## config.mk

```make
export PLATFORM = sky130hd
export DESIGN_NAME = chunked_adder_seq
export DESIGN_NICKNAME = d
export VERILOG_FILES = /design/src/rtl/chunked_adder_seq.sv
export SDC_FILE = /design/constraint.sdc
export NUM_CORES = 1
export LEC_CHECK = 0
export CAP_MARGIN = 15
export CORE_ASPECT_RATIO = 0.7
export CORE_MARGIN = 2
export CORE_UTILIZATION = 54
export DETAILED_ROUTE_END_ITERATION = 8
export PLACE_DENSITY_LB_ADDON = 0.1
export SYNTH_ARGS = -nofsm -noshare
export SYNTH_HDL_FRONTEND = slang
export SYNTH_SLANG_ARGS = --single-unit
```

## constraint.sdc

```tcl
create_clock -name clk -period 6.64 [get_ports clk]
set_input_delay 1.66 -clock clk [delete_from_list [all_inputs] [get_ports clk]]
set_output_delay 1.66 -clock clk [all_outputs]
set_load 0.02 [all_outputs]
```

## src/rtl/chunked_adder_seq.sv

```systemverilog
// Multi-cycle ripple-carry adder: CHUNK bits per cycle, LSB chunk first, carry held in a register.
// Optional subtract mode (sub port, a + ~b + 1) enabled by defining CHUNKED_ADDER_SUB_EN.
module chunked_adder_seq #(
  parameter int unsigned WIDTH = 32,
  parameter int unsigned CHUNK = 4
) (
  input  logic             clk,
  input  logic             rst,
  input  logic             in_valid,
  output logic             in_ready,
  input  logic [WIDTH-1:0] a,
  input  logic [WIDTH-1:0] b,
  input  logic             cin,
`ifdef CHUNKED_ADDER_SUB_EN
  input  logic             sub,
`endif
  output logic             out_valid,
  input  logic             out_ready,
  output logic [WIDTH-1:0] sum,
  output logic             cout,
  output logic             ovf
);

  localparam int unsigned N  = WIDTH / CHUNK;
  localparam int unsigned CW = (N > 1) ? $clog2(N + 1) : 1;
  localparam int unsigned IW = (WIDTH > 1) ? $clog2(WIDTH) : 1;

  typedef enum logic [1:0] {S_IDLE, S_RUN, S_DONE} state_t;

  state_t            state_q, state_d;
  logic [WIDTH-1:0]  a_q, a_d;
  logic [WIDTH-1:0]  b_q, b_d;
  logic              carry_q, carry_d;
  logic [CW-1:0]     cnt_q, cnt_d;
  logic [WIDTH-1:0]  sum_q, sum_d;
  logic              cout_q, cout_d;
  logic              ovf_q, ovf_d;

  logic [IW-1:0]     base;
  logic [CHUNK:0]    slice;
  logic              last;

  always_ff @(posedge clk) begin
    if (rst) begin
      state_q <= S_IDLE;
      a_q     <= '0;
      b_q     <= '0;
      carry_q <= 1'b0;
      cnt_q   <= '0;
      sum_q   <= '0;
      cout_q  <= 1'b0;
      ovf_q   <= 1'b0;
    end else begin
      state_q <= state_d;
      a_q     <= a_d;
      b_q     <= b_d;
      carry_q <= carry_d;
      cnt_q   <= cnt_d;
      sum_q   <= sum_d;
      cout_q  <= cout_d;
      ovf_q   <= ovf_d;
    end
  end

  always_comb begin
    state_d = state_q;
    a_d     = a_q;
    b_d     = b_q;
    carry_d = carry_q;
    cnt_d   = cnt_q;
    sum_d   = sum_q;
    cout_d  = cout_q;
    ovf_d   = ovf_q;

    // cnt never exceeds N-1, so the slice select always stays inside the operand
    base  = IW'(32'(cnt_q) * CHUNK);
    slice = {1'b0, a_q[base +: CHUNK]} + {1'b0, b_q[base +: CHUNK]} + (CHUNK + 1)'(carry_q);
    last  = (cnt_q == CW'(N - 1));

    unique case (state_q)
      S_IDLE: begin
        if (in_valid) begin
          a_d     = a;
          // B is stored already inverted in subtract mode, so ovf and the datapath see b'
`ifdef CHUNKED_ADDER_SUB_EN
          b_d     = sub ? ~b : b;
          carry_d = sub ? 1'b1 : cin;
`else
          b_d     = b;
          carry_d = cin;
`endif
          sum_d   = '0;
          cnt_d   = '0;
          state_d = S_RUN;
        end
      end
      S_RUN: begin
        sum_d[base +: CHUNK] = slice[CHUNK-1:0];
        carry_d              = slice[CHUNK];
        if (last) begin
          cout_d  = slice[CHUNK];
          ovf_d   = (a_q[WIDTH-1] == b_q[WIDTH-1]) && (slice[CHUNK-1] != a_q[WIDTH-1]);
          state_d = S_DONE;
        end else begin
          cnt_d = cnt_q + CW'(1);
        end
      end
      S_DONE: begin
        if (out_ready) state_d = S_IDLE;
      end
      default: state_d = S_IDLE;
    endcase
  end

  assign in_ready  = (state_q == S_IDLE);
  assign out_valid = (state_q == S_DONE);
  assign sum       = sum_q;
  assign cout      = cout_q;
  assign ovf       = ovf_q;

endmodule
```

# Word level (Yosys, flattened, before mapping)
# Index checks and enable logic that the tools add are counted.
word_totals:
  out_inout_bits: 36
  romBits: 0
  reg_bits: 105
  mem_count: 0
  word_cells: 45
  ramBits: 0
  latch_bits: 0
  in_bits: 69
classes:
  div: 0
  bitwise_logic: 0
  mux: 12
  addsub: 4
  shifts: 4
  n_mul: 0
  order_cmp: 0
  eq_ne: 9
  n_reduce_logical: 8
op_table:
  columns: ["op", "n"]
  rows:
  - ["32-bit case mux with 2 select lines", 1]
  - ["32-bit by 6-bit variable part select with 4-bit output", 2]
  - ["32-bit bitwise mux", 1]
  - ["32-bit two-way mux", 1]
  - ["4-bit by 7-bit variable shift with 32-bit output (first input constant)", 1]
  - ["4-bit by 7-bit variable part select with 32-bit output", 1]
  - ["4-bit two-way mux", 2]
  - ["4-bit case mux with 2 select lines", 1]
  - ["5-bit negation with 7-bit output", 1]
  - ["2-bit two-way mux", 3]
  - ["2-bit inequality test (second input constant)", 3]
  - ["2-bit case mux with 3 select lines", 1]
  - ["2-bit AND reduction", 3]
  - ["3-bit AND reduction", 2]
  - ["4-bit by 4-bit adder with 5-bit output", 1]
  - ["5-bit by 1-bit adder with 5-bit output", 1]
  - ["4-bit by 1-bit adder with 4-bit output (second input constant)", 1]
  - ["4-bit by 3-bit equality test with 1-bit output (second input constant)", 1]
  - ["2-bit by 1-bit equality test with 1-bit output (second input constant)", 1]
  - ["2-bit equality test (second input constant)", 1]
  - ["2-bit logical NOT", 1]
  - ["2-bit by 1-bit inequality test with 1-bit output (second input constant)", 1]
  - ["1-bit case mux with 2 select lines", 1]
  - ["2-bit nonzero test", 1]
  - ["4 further kinds", 4]

# Depth between registers and ports, before layout
depth:
  depth_word: 6
  mapped_depth: 13

# Worst setup path before layout
# OpenSTA, ideal clock, no wires.
synth_path:
  kind: "flip-flop to flip-flop"
  from: "register cnt_q[0]"
  to: "register ovf_q (netlist: ovf)"
  stages_incl_launch_ff: 12
  t_required_ns: 6.549
  arrival_ns: 2.738
  path_slack_ns: 3.811
  path_cell_list: "dfxtp_1 > buf_4 > buf_6 > buf_8 > mux4_2 > nand2_1 > nand2_1 > fa_1 > nand3_1 > a21boi_1 > or4_1 > a311oi_1"
synth_via:
  elab_chain_len: 5
  word_cells_on_any_way: 8
  classes_between: "2 x add/sub; 2 x eq/ne; 2 x shift; 2 x reduce/logical"
synth_lines:
  columns: ["element", "line_no", "rtl"]
  rows:
  - ["from (decl)", "34", "logic [CW-1:0] cnt_q, cnt_d;"]
  - ["from (signal assigned)", "58", "cnt_q <= cnt_d;"]
  - ["32-bit by 6-bit variable part select with 4-bit output", "77", "slice = {1'b0, a_q[base +: CHUNK]} + {1'b0, b_q[base +: CHUNK]} + (CHUNK + 1)'(carry_q);"]
  - ["4-bit by 4-bit adder with 5-bit output", "77", null]
  - ["5-bit by 1-bit adder with 5-bit output", "77", null]
  - ["1-bit inequality test", "102", "ovf_d = (a_q[WIDTH-1] == b_q[WIDTH-1]) && (slice[CHUNK-1] != a_q[WIDTH-1]);"]
  - ["1-bit logical AND", "102", null]
  - ["to (signal assigned)", "61", "ovf_q <= ovf_d;"]
  - ["to (decl)", "37", "logic ovf_q, ovf_d;"]
# Parallel ways exist; a longest one is shown, timed or not.
# A chain may end at the register's enable or synchronous reset.

# Worst setup path in the final report
layout_path:
  from: "register cnt_q[0]"
  to: "register sum_q[14] (netlist: sum[14])"
layout_via:
  elab_chain_len: 6
  word_cells_on_any_way: 9
  classes_between: "3 x add/sub; 4 x shift; 2 x mux"
layout_lines:
  columns: ["element", "line_no", "rtl"]
  rows:
  - ["32-bit by 6-bit variable part select with 4-bit output", "77", null]
  - ["4-bit by 4-bit adder with 5-bit output", "77", null]
  - ["5-bit by 1-bit adder with 5-bit output", "77", null]
  - ["4-bit by 7-bit variable part select with 32-bit output", "98", "sum_d[base +: CHUNK] = slice[CHUNK-1:0];"]
  - ["32-bit bitwise mux (*)", "98", null]
  - ["32-bit case mux with 2 select lines (*)", "80", "unique case (state_q)"]
  - ["to (signal assigned)", "59", "sum_q <= sum_d;"]
  - ["to (decl)", "35", "logic [WIDTH-1:0] sum_q, sum_d;"]
# Mark *: on every way between the ends. The rest lies on a longest branch, timed or not.

==> results_dict.tcl <==
set metrics [dict create \
    core_um2 8478 \
    reg2reg_from "cnt_q[0]" \
    crit_required_ns 6.84 \
    cts_resized 0 \
    muxShareOfSynthArea_pct 11.88 \
    synth-xor-area-share_pct 0.7411 \
    total_power_mw 1.362 \
    clkLatencyLatePin_ns 0.35 \
    antenna_found_initial 0 \
    critical_path_peak_fanout 19 \
    synthToLayoutAreaGrowth_pct 27.82 \
    cts.reportedPaths.clkPinSlew_ns 0.07 \
    crit_family "multiplexers" \
    clock-sinks 105 \
    syn_area_per_cell_um2 8.579 \
    final_layout_size_suffix_gt1_share_pct 9.005 \
    initial_core_util_pct 55.76 \
    synth_ff_type "dfxtp_1" \
    drc 0 \
    cp_slowest_cell "xor2_1" \
    yosysUniqueCellTypes 51 \
    yosys.area_share.adder_pct 2.435 \
    placed_cells 736 \
    drt_iter0_markers 247 \
    reg2reg_slack_ns 2.99 \
    grt_pass1_wl_um 18350 \
    max_stage_delay_ns 0.66 \
    htree_levels 3 \
    dieArea_um2 9530 \
    ys_seq_area_share_pct 44.47 \
    yosysWarnings 0 \
    synthArstFlopShare_pct 0 \
    path_depth 10 \
    cts_root_buf "clkbuf_16" \
    dpl_worst_slack_ns 2.881 \
    max_cap_violations 0 \
    skew_ns 0.005238 \
    syn_inst 551 \
    post-route-period-util_pct 54.97 \
    grt_setup_unrepaired "no" \
    wl_per_cell_um 15.35 \
    leakage_nw 2.165 \
    irDropWorstVdd_uv 124.3 \
    fin_cells 753 \
    slew_viol_final 0 \
    netlist_area_um2 4727 \
    fin_setup_tns_ns 0 \
    hpwl_um 7657 \
    crit_start "cnt_q[0]" \
    die_w_um 115.8 \
    viasPerCell 5.377 \
    placementRows 28 \
    end_kind "register" \
    setup.worst_path.start_class "register" \
    hold_viol_final 0 \
    postLayoutCoreUtil_pct 71.27 \
    grt_max_degree 106 \
    fin_crit_ns 3.650 \
    r2r_cells 10 \
    post-cts-setup-buffer-count 0 \
    synth_fp_nets 628 \
    ant_nets 0 \
    synth_compound_area_share_pct 11.57 \
    diodes 0 \
    postCtsHoldBufs 0 \
    drt_wl_total_um 11560 \
    portBuffers 104 \
    worstPathCellList "buf_4 -> mux4_2 -> nand2_1 -> nand2_1 -> fa_1 -> inv_1 -> fa_1 -> xor2_1 -> mux2_2 -> nor2_1" \
    ys_ff_latch 105 \
    cts_tree "built" \
    r2r-end "sum[14]" \
    worst-slew-pin-transition_ns 1.104 \
    synth_top_family_by_area "simple AND/OR/NAND/NOR gates" \
    via_count 4049 \
    place_congestion 0.7755 \
    layout_setup_ws_ns 2.990 \
    clockBufferDepth 2 \
    crit_type "reg -> reg" \
    setup_viol 0 \
    synth_simple_gate_area_share_pct 24.09 \
    worst-path-buf-inv 2 \
    worstPathArrival_ns 3.85 \
    fp.dieH_um 82.28 \
    power.density_nw_per_um2 225.4 \
    status "complete, no violations" \
    hp-class "reg -> reg" \
    critPathCapture "sum[14]" \
    grt_use_total_pct 25.04 \
    first_pass_iters 4 \
    max_freq_mhz 274.0 \
    grt_pass1_vias 3786 \
    synth_edf_count 0 \
    cts_made_buffers 9 \
    grt_remaining_overflow 0 \
    slew-limit-headroom_pct 26.40 \
    layout.nets 705 \
    ios 105 \
]
## placed cells by master, fill, tap and decap left out, types with 3 or more instances in the layout
master	instances
inv_1	8
mux2_2	11
xnor2_1	3
nor3_1	4
o211ai_1	5
mux4_2	16
nand2_1	175
clkbuf_16	9
and3b_1	3
or4_1	3
mux2_1	6
nand3b_1	5
dfxtp_1	105
nand3_1	9
ha_1	6
clkdlybuf4s50_1	103
nor2_1	30
a21oi_1	79
## power breakdown
part / internal (mW) / switching (mW) / leakage [nW]
Combinational: 0.0835 / 0.0914 / 1.17
Sequential: 0.654 / 0.0164 / 0.856
Clock: 0.269 / 0.248 / 0.136
## worst register-to-register path: cells and delay by family (launching register included)
family,cells,cell delay [ns]
XOR/XNOR,1,0.66
adder cells (fa/ha/maj),2,0.64
buffers and inverters,2,0.49
flip-flops,1,0.61
multiplexers,2,0.88
AND/OR/NAND/NOR,3,0.22
## area by class of cell
| type | instances | area [um^2] |
|---|---|---|
| inverters | 9 | 33.78 |
| fillers | 699 | 2436 |
| flip-flops and latches | 105 | 2102 |
| clock buffers | 10 | 239.0 |
| clock inverters | 6 | 50.05 |
| multi-input cells | 397 | 2401 |
| repair buffers | 106 | 1066 |
| well taps | 120 | 150.1 |
## kinds of logic after synthesis
logic type,Yosys count
multiplexers,34
AND/OR/NAND/NOR,254
adder cells (fa/ha/maj),8
AO/OA/AOI/OAI,97
flip-flops,105
XOR/XNOR,4
buffers and inverters,49
## flip-flops by register name (all words and copies together), names as in the netlist
| signal | count |
|---|---|
| b_q | 32 |
| state_q | 2 |
| ovf | 1 |
| cnt_q | 4 |
| carry_q | 1 |
| sum | 32 |
| a_q | 32 |
| cout | 1 |
## worst min path at each step
| stage | start | endpoint | cells after the start |
|---|---|---|---|
| floorplan | a_q[10] | a_q[10] | 2 |
| global placement | a_q[27] | a_q[27] | 2 |
| detailed placement | b_q[21] | b_q[21] | 2 |
| CTS | a_q[27] | a_q[27] | 2 |
| global route | a_q[30] | a_q[30] | 2 |
| finish | a_q[30] | a_q[30] | 2 |
## layer usage
layer | global-route usage (%) | share of wire (%) | routed length (um)
met1 | 34.81 | 46 | 5345
met5 | 0 | 0 | 0
met4 | 7.857 | 1.4 | 158
met2 | 39.36 | 46 | 5306
met3 | 5.547 | 6.5 | 751
## cell usage after synthesis, drive strengths merged, types with 3 or more instances
cell	count	area share (%)
nand3	9	0.95
o211ai	5	0.79
and3b	3	0.56
buf	19	2.4
inv	9	0.71
or3b	4	0.79
and2	3	0.40
ha	6	1.6
nor3b	3	0.58
nand2	175	14
mux2	17	4.0
dfxtp	105	44
or4	3	0.48
mux4	16	7.6
nand3b	6	1.2
a21oi	79	8.4
a2111oi	3	0.71
xnor2	3	0.56
nor2	30	2.4
clkbuf	21	1.7
nor3	6	0.98
## metrics by stage
stage | hold slack (ns) | cell area (um^2)
4_1_cts | 0.4552 | 6022
5_1_grt | 0.4747 | 6042
6_report | 0.4554 | 6042
3_5_place_dp | 0.4437 | 5733
2_1_floorplan | 0.4331 | 4727
3_3_place_gp | 0.4385 | 5733
Power figures use the tool's default switching activity.
